$ cat config.mk
export PLATFORM = sky130hd
export DESIGN_NAME = sort_result_streamer
export DESIGN_NICKNAME = d
export VERILOG_FILES = /design/src/rtl/sort_result_streamer.sv
export SDC_FILE = /design/constraint.sdc
export NUM_CORES = 1
export LEC_CHECK = 0
export CAP_MARGIN = 20
export CORE_AREA = 2 2 67 69
export CTS_CLUSTER_SIZE = 8
export DETAILED_ROUTE_END_ITERATION = 8
export DIE_AREA = 0 0 69 71
export PLACE_DENSITY = 0.77
export SYNTH_ARGS = -nofsm -noshare
export SYNTH_HDL_FRONTEND = slang
export SYNTH_SLANG_ARGS = --single-unit
$ cat constraint.sdc
create_clock -name clock -period 3.4 [get_ports clock]
set_input_delay 0.68 -clock clock [delete_from_list [all_inputs] [get_ports clock]]
set_output_delay 0.68 -clock clock [all_outputs]
set_load 0.005 [all_outputs]
$ cat src/rtl/sort_result_streamer.sv
// Captures four sorted values on a rising edge of done, then streams them out one
// element per valid/ready handshake, along with their sum and an ordering flag.
module sort_result_streamer #(
   parameter int DIGIT = 4
) (
   input  logic             clock,
   input  logic             reset,
   input  logic [DIGIT-1:0] s0,
   input  logic [DIGIT-1:0] s1,
   input  logic [DIGIT-1:0] s2,
   input  logic [DIGIT-1:0] s3,
   input  logic             done,
   input  logic             out_ready,
   output logic [DIGIT-1:0] out_data,
   output logic [1:0]       out_index,
   output logic             out_valid,
   output logic             out_last,
   output logic [DIGIT+1:0] out_sum,
   output logic             order_err,
   output logic             overrun,
   output logic             busy
);

   typedef enum logic [2:0] {
      ST_IDLE    = 3'b001,
      ST_CAPTURE = 3'b010,
      ST_SEND    = 3'b100
   } state_t;

   state_t           state_q;
   logic             done_dly_q;
   logic [DIGIT-1:0] data_q [4];
   logic [1:0]       idx_q;
   logic [DIGIT-1:0] out_data_q;
   logic             out_valid_q;
   logic             out_last_q;
   logic [DIGIT+1:0] out_sum_q;
   logic             order_err_q;
   logic             overrun_q;
   logic             busy_q;

   logic             trigger;
   logic             in_flight;
   logic [1:0]       idx_nxt;

   // Two guard bits make the four-way sum overflow-free.
   function automatic logic [DIGIT+1:0] sum4(input logic [DIGIT-1:0] a, input logic [DIGIT-1:0] b,
                                             input logic [DIGIT-1:0] c, input logic [DIGIT-1:0] d);
      return {2'b00, a} + {2'b00, b} + {2'b00, c} + {2'b00, d};
   endfunction

   function automatic logic unordered4(input logic [DIGIT-1:0] a, input logic [DIGIT-1:0] b,
                                       input logic [DIGIT-1:0] c, input logic [DIGIT-1:0] d);
      return (a > b) | (b > c) | (c > d);
   endfunction

   assign trigger   = done & ~done_dly_q;
   assign in_flight = (state_q == ST_CAPTURE) | (state_q == ST_SEND);
   assign idx_nxt   = idx_q + 2'd1;

   // Single FSM register block; every output is a register.
   always_ff @(posedge clock) begin
      if (reset) begin
         state_q     <= ST_IDLE;
         done_dly_q  <= 1'b0;
         idx_q       <= 2'd0;
         out_data_q  <= '0;
         out_valid_q <= 1'b0;
         out_last_q  <= 1'b0;
         out_sum_q   <= '0;
         order_err_q <= 1'b0;
         overrun_q   <= 1'b0;
         busy_q      <= 1'b0;
         for (int i = 0; i < 4; i++) begin
            data_q[i] <= '0;
         end
      end else begin
         done_dly_q <= done;
         // A new trigger while a set is in flight is flagged and dropped.
         if (trigger && in_flight) begin
            overrun_q <= 1'b1;
         end
         case (state_q)
            ST_IDLE: begin
               out_valid_q <= 1'b0;
               if (trigger) begin
                  data_q[0] <= s0;
                  data_q[1] <= s1;
                  data_q[2] <= s2;
                  data_q[3] <= s3;
                  busy_q    <= 1'b1;
                  state_q   <= ST_CAPTURE;
               end else begin
                  busy_q    <= 1'b0;
                  state_q   <= ST_IDLE;
               end
            end
            ST_CAPTURE: begin
               out_sum_q   <= sum4(data_q[0], data_q[1], data_q[2], data_q[3]);
               order_err_q <= unordered4(data_q[0], data_q[1], data_q[2], data_q[3]);
               idx_q       <= 2'd0;
               out_data_q  <= data_q[0];
               out_last_q  <= 1'b0;
               out_valid_q <= 1'b1;
               busy_q      <= 1'b1;
               state_q     <= ST_SEND;
            end
            ST_SEND: begin
               if (out_valid_q && out_ready) begin
                  if (idx_q == 2'd3) begin
                     out_valid_q <= 1'b0;
                     out_last_q  <= 1'b0;
                     busy_q      <= 1'b0;
                     state_q     <= ST_IDLE;
                  end else begin
                     idx_q       <= idx_nxt;
                     out_data_q  <= data_q[idx_nxt];
                     out_last_q  <= (idx_nxt == 2'd3);
                  end
               end
            end
            default: begin
               out_valid_q <= 1'b0;
               out_last_q  <= 1'b0;
               busy_q      <= 1'b0;
               state_q     <= ST_IDLE;
            end
         endcase
      end
   end

   assign out_data  = out_data_q;
   assign out_index = idx_q;
   assign out_valid = out_valid_q;
   assign out_last  = out_last_q;
   assign out_sum   = out_sum_q;
   assign order_err = order_err_q;
   assign overrun   = overrun_q;
   assign busy      = busy_q;

endmodule

==> results.cfg, run 1 <==
[clocking]
post_cts_buffers = 0
cts_tree = yes
cts_buffers = 5
cts_sinks = 36
cts_resized = 0
htree_levels = 2
clk_pin_slew_ns = 0.07
clock-root-buffer = clkbuf_8
cts_hold_buf = 0
insertion_delay_ns = 0.29
cts.path.max_buffers = 2

[finish]
drive_above_1_share = 0.0756
area_growth_syn_to_layout_pct = 23.0
layout_commonest_cell = clkdlybuf4s50_1
diodes = 0
final_cells = 290
layout.nets = 284
fillerInstances = 364
most-common-layout-cells = clkdlybuf4s50_1 (36), inv_1 (22), dfxtp_1 (20), nor2_1 (19), ha_1 (19)

[yosys]
ys.warnings.count = 0
synth_fp_nets = 244
ys_ff_latch = 36
synth_cells = 197
ys_seq_area_frac = 0.418
synthTopCellsByArea = edfxtp_1 (23%), dfxtp_1 (19%), ha_1 (11%)
yosysTopAreaCell = edfxtp_1
yosysTopAreaCellShare = 0.228
syn_avg_cell_area_sq_um = 10.7
synth_area_sq_um = 2110
synth_cell_types = 36

[die]
dieArea_sq_um = 4900
die_h_microns = 71
fp-row-count = 24
start_util = 0.501
fp.dieW_microns = 69
ios = 37
coreArea_sq_um = 4200

[timing]
clock_skew_ns = 0.00587
max_freq_mhz = 368
hold_violations = 0
finalSetupViolations = 0
rsz0062_at_grt = no
relSlewSlack = 0.541
fin_crit_ns = 2.72
period_share = 0.800
setup_slack_ns = 0.680
hold_ws_ns = 0.452
worst_pin_slew_ns = 0.688
setup_tns_ns = 0
drv_slew = 0

[power_and_ir_drop]
power.internal_uw = 752
p_comb_frac = 0.226
seqPwrFrac = 0.480
clkPwrFrac = 0.294
power_density_nw_per_um2 = 401
p_sw_uw = 287
p_sw_frac = 0.276
p_leak_uw = 0.00107
peakVddDrop_mv = 0.211

[route]
drt-total-wl_mm = 3.78
vias_per_cell = 5.12
drc = 0
drt_pass1_iterations = 4
routedWlPerCell_microns = 13.0
num_vias = 1485
ant_nets = 0
dr.first_iter.drc_count = 61

[setup_path]
cp_max_fo = 3
critPathLaunchType = flip-flop
worstSetupEndpointType = flip-flop
crit_type = flip-flop to flip-flop
crit_arrival_ns = 2.89
ff2ff_path_depth = 9
required_ns = 3.57

[grt]
track_usage = 0.173
grt_pass1_wl_mm = 6.65
antenna_found_initial = 0
grt_max_degree = 20
grt_overflow_total = 0
grt_pass1_vias = 1418

[flow_run]
maxCapViolCount = 0

[placed_design]
dp.cells = 282
hpwl_mm = 3.08
place_congestion = 0.883
post-place-ws_ns = 0.675
port_buffers = 36

[worst_hold_path]
hold_depth = 2
hold_path_class = flip-flop to flip-flop

[outcome]
status = complete, no violations
[routing by layer]
metal,global-route usage,routed length (microns)
met4,0.0523,51
met1,0.223,1690
met5,0,0
met3,0.0427,191
met2,0.291,1850
[worst max-delay path, stage by stage, from the launching register on]
cell,delay (ns)
edfxtp_1,0.37
inv_1,0.08
fa_1,0.51
inv_1,0.05
fa_1,0.45
ha_1,0.25
fa_1,0.41
a21o_1,0.18
a211oi_1,0.23
nor3_1,0.08
[cell usage after synthesis, drive strengths merged]
library cell,count
a311oi,1
o21bai,2
edfxtp,16
inv,22
nor2,20
dfxtp,20
nor2b,4
nor3b,2
nand2,13
dlygate4sd1,1
o21ai,6
mux4,4
nand3,1
fa,8
a2bb2oi,4
mux2i,1
mux2,1
a21oi,14
a211oi,3
buf,5
a31oi,1
or3b,1
xnor2,2
a21o,3
nand4b,1
and2,17
nand4,2
nor3,3
ha,19
[area by class of cell]
| class | count | area, sq um | area share |
|---|---|---|---|
| Timing Repair Buffer | 39 | 383 | 0.148 |
| Tap cell | 52 | 65.1 | 0.0251 |
| Clock buffer | 7 | 80.1 | 0.0309 |
| Clock inverter | 1 | 8.76 | 0.00338 |
| Sequential cell | 36 | 881 | 0.340 |
| Inverter | 22 | 82.6 | 0.0319 |
| Multi-Input combinational cell | 133 | 1090 | 0.421 |
[registers in the layout (all words and copies together) (netlist names)]
register and flops:
out_sum 6, state_q 3, out_index 2, done_dly_q 1, busy 1, out_last 1
out_data 4, data_q 16, order_err 1, overrun 1
[cells by family (layout without fill, tap and decap cells)]
kind of cell / count (synthesis) / in the layout / share of synthesized area
xor gates and xnor gates: 2 / 2 / 0.00832
adders and majority gates: 27 / 27 / 0.189
AOI/OAI and AO/OA: 34 / 34 / 0.102
DFF: 36 / 36 / 0.418
muxes: 6 / 6 / 0.0600
buffers and inverters: 28 / 69 / 0.0641
and+or+nand+nor: 64 / 64 / 0.159
[stage by stage]
step	utilization	power [uW]	cell area, sq um
after detailed placement	0.595	745	2500
after CTS	0.616	1050	2590
after floorplan	-	667	2110
after global routing	0.616	1110	2590
final	0.616	1040	2590
after global placement	0.595	739	2500
[power groups by stage]
stage          Combinational [uW]  Sequential (uW)  Clock, uW
2_1_floorplan                 167              500          0
3_3_place_gp                  232              507          0
3_5_place_dp                  237              508          0
4_1_cts                       239              498        314
5_1_grt                       271              502        334
6_report                      235              498        306
[path summary, 6_finish.rpt]
| path | from | to | slack [ns] |
|---|---|---|---|
| worst max-delay path | data_q[2][1] | out_sum[5] | 0.68 |
| worst min-delay path | out_sum[1] | out_sum[1] | 0.45 |
| worst max register to register | data_q[2][1] | out_sum[5] | 0.68 |
| worst min register to register | out_sum[1] | out_sum[1] | 0.45 |
Power figures use the tool's default switching activity.
==> run 2, diff against run 1 <==
- CORE_AREA: 2 2 67 69 -> 2 2 70 72
- DIE_AREA: 0 0 69 71 -> 0 0 72 74
- PLACE_DENSITY: 0.77 -> 0.74
- clock period: 3.4 -> 2.2 ns (I/O delays scaled with it)
==> run 2 against run 1 <==
Against the previous run:
- the run now ends with setup timing left
- wire length increased by 14%
- utilization down 0.63 points
- clock power increased by 48%
- clock skew grew 0.0019 ns
- critical path depth did not move
- flip-flop and latch count unchanged
- setup slack got worse by 1.0 ns
- die area grew 8.8%
- worst hold slack about the same
- global-route usage rose by 0.36 points
- via count increased by 9.1%
- critical path type unchanged
- critical endpoint unchanged
==> results.cfg, run 2 (synthesis gave the netlist of run 1 again) <==
[die]
coreArea_sq_um = 4600
start_util = 0.458
die_h_microns = 74
fp-row-count = 25
fp.dieW_microns = 72
dieArea_sq_um = 5330
ios = 37

[finish]
layout.nets = 311
max_flop_register = data_q
drive_above_1_share = 0.204
fillerInstances = 385
layout_commonest_cell = clkdlybuf4s50_1
largest_register_ffs = 16
most-common-layout-cells = clkdlybuf4s50_1 (36), buf_4 (30), dfxtp_1 (20), nor2_1 (19), ha_1 (18)
final_cells = 319
utilization = 0.610
diodes = 0
design_area_sq_um = 2810
area_growth_syn_to_layout_pct = 33.1

[power_and_ir_drop]
p_comb_frac = 0.274
power_density_nw_per_um2 = 599
peakVddDrop_mv = 0.475
p_sw_uw = 468
seqPwrFrac = 0.455
clkPwrFrac = 0.270
p_sw_frac = 0.279
p_leak_uw = 0.00120
power.internal_uw = 1210
p_total_uw = 1680

[clocking]
cts_hold_buf = 0
cts_sinks = 36
cts_buffers = 5
cts_tree = yes
clock-root-buffer = clkbuf_8
cts.path.max_buffers = 2
clk_pin_slew_ns = 0.07
htree_levels = 2
insertion_delay_ns = 0.29

[grt]
grt_pass1_wl_mm = 7.04
grt_max_degree = 18
grt_overflow_total = 0
grt_pass1_vias = 1555
track_usage = 0.177
antenna_found_initial = 0

[setup_path]
cp_max_fo = 2
required_ns = 2.38
ff2ff_path_depth = 9
worstSetupEndpointType = flip-flop
r2r_slack_ns = -0.34
critPathLaunchType = flip-flop
crit_arrival_ns = 2.72
crit_type = flip-flop to flip-flop

[placed_design]
place_area_sq_um = 2680
hpwl_mm = 3.50
place_congestion = 0.815
port_buffers = 36
dp.cells = 305

[outcome]
status = finished, violations left
violations = setup timing

[route]
drc = 0
drt_pass1_iterations = 4
num_vias = 1620
dr.first_iter.drc_count = 38
ant_nets = 0
vias_per_cell = 5.08
routedWlPerCell_microns = 13.5
drt-total-wl_mm = 4.29

[worst_hold_path]
hold_path_class = flip-flop to flip-flop
hold_depth = 2

[timing]
hold_violations = 0
max_freq_mhz = 394
clock_skew_ns = 0.00775
worst_pin_slew_ns = 0.371
hold_ws_ns = 0.453
period_share = 1.15
drv_slew = 0
rsz0062_at_grt = yes
fin_crit_ns = 2.54
finalSetupViolations = 4
setup_slack_ns = -0.340
relSlewSlack = 0.752

[flow_run]
maxCapViolCount = 0
run 2: critical path: stages (launching register included):
cell and delay [ns]:
edfxtp_1 0.37, inv_2 0.05, fa_1 0.53, inv_1 0.05, fa_1 0.45, ha_2 0.20, fa_2 0.34, a21o_1 0.17
a211oi_2 0.21, nor3_1 0.07
run 2: worst paths after layout:
| check | start | endpoint |
|---|---|---|
| worst max-delay path | data_q[3][1] | out_sum[5] |
| worst min-delay path | out_sum[0] | out_sum[0] |
| worst max register to register | data_q[3][1] | out_sum[5] |
| worst min register to register | out_sum[0] | out_sum[0] |
run 2: layout make-up:
class                           instances  area [sq um]  share of cell area
Sequential cell                        36           881               0.314
Inverter                               22          82.6              0.0294
Clock buffer                            7          76.3              0.0272
Tap cell                               54          67.6              0.0241
Clock inverter                          1          5.00             0.00178
Multi-Input combinational cell        133          1110               0.395
Timing Repair Buffer                   66           586               0.209
run 2: metrics by stage:
step / setup TNS [ns] / setup WS (ns)
after floorplan: -0.580 / -0.264
after global placement: -0.911 / -0.295
after detailed placement: -1.11 / -0.342
after CTS: -1.17 / -0.349
after global routing: -1.46 / -0.424
final: -1.09 / -0.340
run 2: per-layer routing:
metal | track usage | part of all wire | vias up
li1 | - | - | 805
met1 | 0.213 | 0.42 | 762
met2 | 0.313 | 0.51 | 45
met3 | 0.0379 | 0.042 | 8
met4 | 0.0671 | 0.023 | 0
met5 | 0 | 0 | -
run 2: power by group through the flow:
stage / clock network (uW) / registers [uW] / logic (uW)
4_1_cts: 459 / 766 / 460
6_report: 454 / 766 / 461
2_1_floorplan: 0 / 774 / 274
3_5_place_dp: 0 / 782 / 446
5_1_grt: 491 / 770 / 521
3_3_place_gp: 0 / 779 / 433
run 2: timing repair:
action | in CTS | in global routing
endpoints found under the setup margin | 4 | 4
gates resized for setup | 1 | 1
pin swaps | 2 | 1
buffers inserted | 4 | 2
cloned | 0 | 0
==> run 3, diff against run 2 <==
- CORE_AREA: 2 2 70 72 -> 2 2 67 69
- DIE_AREA: 0 0 72 74 -> 0 0 69 71
- PLACE_DENSITY: 0.74 -> 0.77
- clock period: 2.2 -> 2.6 ns (I/O delays scaled with it)
==> run 3 against run 2 <==
Against the previous run:
- the flow now finishes without violations
- utilization up 4.9 points
- non-clock buffer count down 11
- critical endpoint unchanged
- global-route usage up 0.93 points
- largest cell class unchanged
- setup slack better by 0.40 ns
- final area down 1.2%
- flip-flop and latch count unchanged
- largest power group unchanged
- total power down 8.8%
- first-iteration DRC count rose to 2.7 times the previous value
- combinational power down 18%
==> results.cfg, run 3 (synthesis gave the netlist of run 1 again) <==
[timing]
max_freq_mhz = 393
fin_crit_ns = 2.54
finalSetupViolations = 0
drv_slew = 0
relSlewSlack = 0.735
clock_skew_ns = 0.00623
hold_violations = 0
rsz0062_at_grt = yes
worst_pin_slew_ns = 0.397
period_share = 0.978
setup_slack_ns = 0.0566

[route]
drt-total-wl_mm = 4.28
dr.first_iter.drc_count = 103
ant_nets = 0
drc = 0
routedWlPerCell_microns = 14.0
vias_per_cell = 5.08
num_vias = 1556
drt_pass1_iterations = 4

[clocking]
cts_hold_buf = 0
clk_pin_slew_ns = 0.08
cts_tree = yes
clock-root-buffer = clkbuf_8
cts_buffers = 5
cts.path.max_buffers = 2
htree_levels = 2
insertion_delay_ns = 0.29
cts_sinks = 36

[die]
dieArea_sq_um = 4900
start_util = 0.501
die_h_microns = 71
fp-row-count = 24
ios = 37
coreArea_sq_um = 4200
fp.dieW_microns = 69

[power_and_ir_drop]
peakVddDrop_mv = 0.454
power_density_nw_per_um2 = 554
p_leak_uw = 0.00116

[setup_path]
cp_max_fo = 2
regToRegStartpoint = data_q[3][2]
crit_type = flip-flop to flip-flop
r2r_slack_ns = 0.06
ff2ff_path_depth = 8
worstSetupEndpointType = flip-flop
critPathLaunchType = flip-flop
required_ns = 2.79
crit_arrival_ns = 2.73
r2r-end = out_sum[5]

[grt]
grt_max_degree = 19
grt_pass1_vias = 1513
track_usage = 0.186
grt_overflow_total = 0
grt_pass1_wl_mm = 7.01
antenna_found_initial = 0

[finish]
largest_register_ffs = 16
diodes = 0
layout_commonest_cell = clkdlybuf4s50_1
layout.nets = 300
max_flop_register = data_q
area_growth_syn_to_layout_pct = 31.5
drive_above_1_share = 0.181
most-common-layout-cells = clkdlybuf4s50_1 (36), dfxtp_1 (20), nor2_1 (19), buf_4 (19), ha_1 (17)
final_cells = 306

[outcome]
status = complete, no violations

[placed_design]
dp.cells = 293
port_buffers = 36
post-place-ws_ns = -0.0652
place_congestion = 0.865
hpwl_mm = 3.21

[worst_hold_path]
hold_depth = 2
min_to = out_sum[2]
hold_path_class = flip-flop to flip-flop
hp-start = out_sum[2]

[flow_run]
maxCapViolCount = 0
==> run 3: final cells by class <==
cell class,instances,area [sq um]
multi-input cells,133,1120
fillers,348,1430
clock buffers,8,121
flip-flops and latches,36,881
inverters,22,82.6
repair buffers,55,503
well taps,52,65.1
==> run 3: per-stage QoR <==
stage | instance area [sq um] | hold slack (ns) | total power [uW] | util | TNS, ns
3_3_place_gp | 2580 | 0.442 | 985 | 0.615 | -0.00386
4_1_cts | 2740 | 0.457 | 1530 | 0.652 | -0.00642
5_1_grt | 2770 | 0.478 | 1610 | 0.659 | -0.0230
6_report | 2770 | 0.457 | 1530 | 0.659 | 0
2_1_floorplan | 2110 | 0.448 | 872 | - | 0
3_5_place_dp | 2580 | 0.446 | 994 | 0.615 | -0.131
==> run 3: critical path, stage by stage (launching register included) <==
cell and delay (ns):
edfxtp_1 0.43, inv_2 0.09, fa_1 0.45, fa_1 0.55, inv_2 0.07, fa_2 0.39
a21o_1 0.17, a211oi_2 0.21, nor3_1 0.07
==> run 3: per-layer routing <==
metal / vias up / wire (microns) / global-route usage
met5: - / 0 / 0
met4: 0 / 57 / 0.0654
met3: 6 / 197 / 0.0427
met2: 39 / 2140 / 0.328
met1: 722 / 1890 / 0.224
li1: 789 / - / -
==> run 3: power by group <==
group	total (uW)	leakage (uW)	switching [uW]	internal [uW]
logic	376	0.000767	180	196
clock network	509	0.0000627	209	300
registers	649	0.000333	26.3	623
==> run 3: timing repair <==
action,CTS,global route
endpoints found under the setup margin,3,3
buffers inserted,2,3
resized for setup,7,4
gates cloned,0,0
pin swaps,7,5
==> run 3: how the worst max path moves through the flow <==
stage	startpoint	end	slack (ns)	cells after the start
finish	data_q[3][2]	out_sum[5]	0.06	8
global route	data_q[3][1]	out_sum[5]	-0.01	9
CTS	data_q[3][2]	out_sum[5]	-0.006	8
detailed placement	data_q[3][1]	out_sum[5]	-0.07	9
global placement	data_q[3][1]	out_sum[5]	-0.004	9
floorplan	data_q[3][1]	out_sum[5]	0.03	9
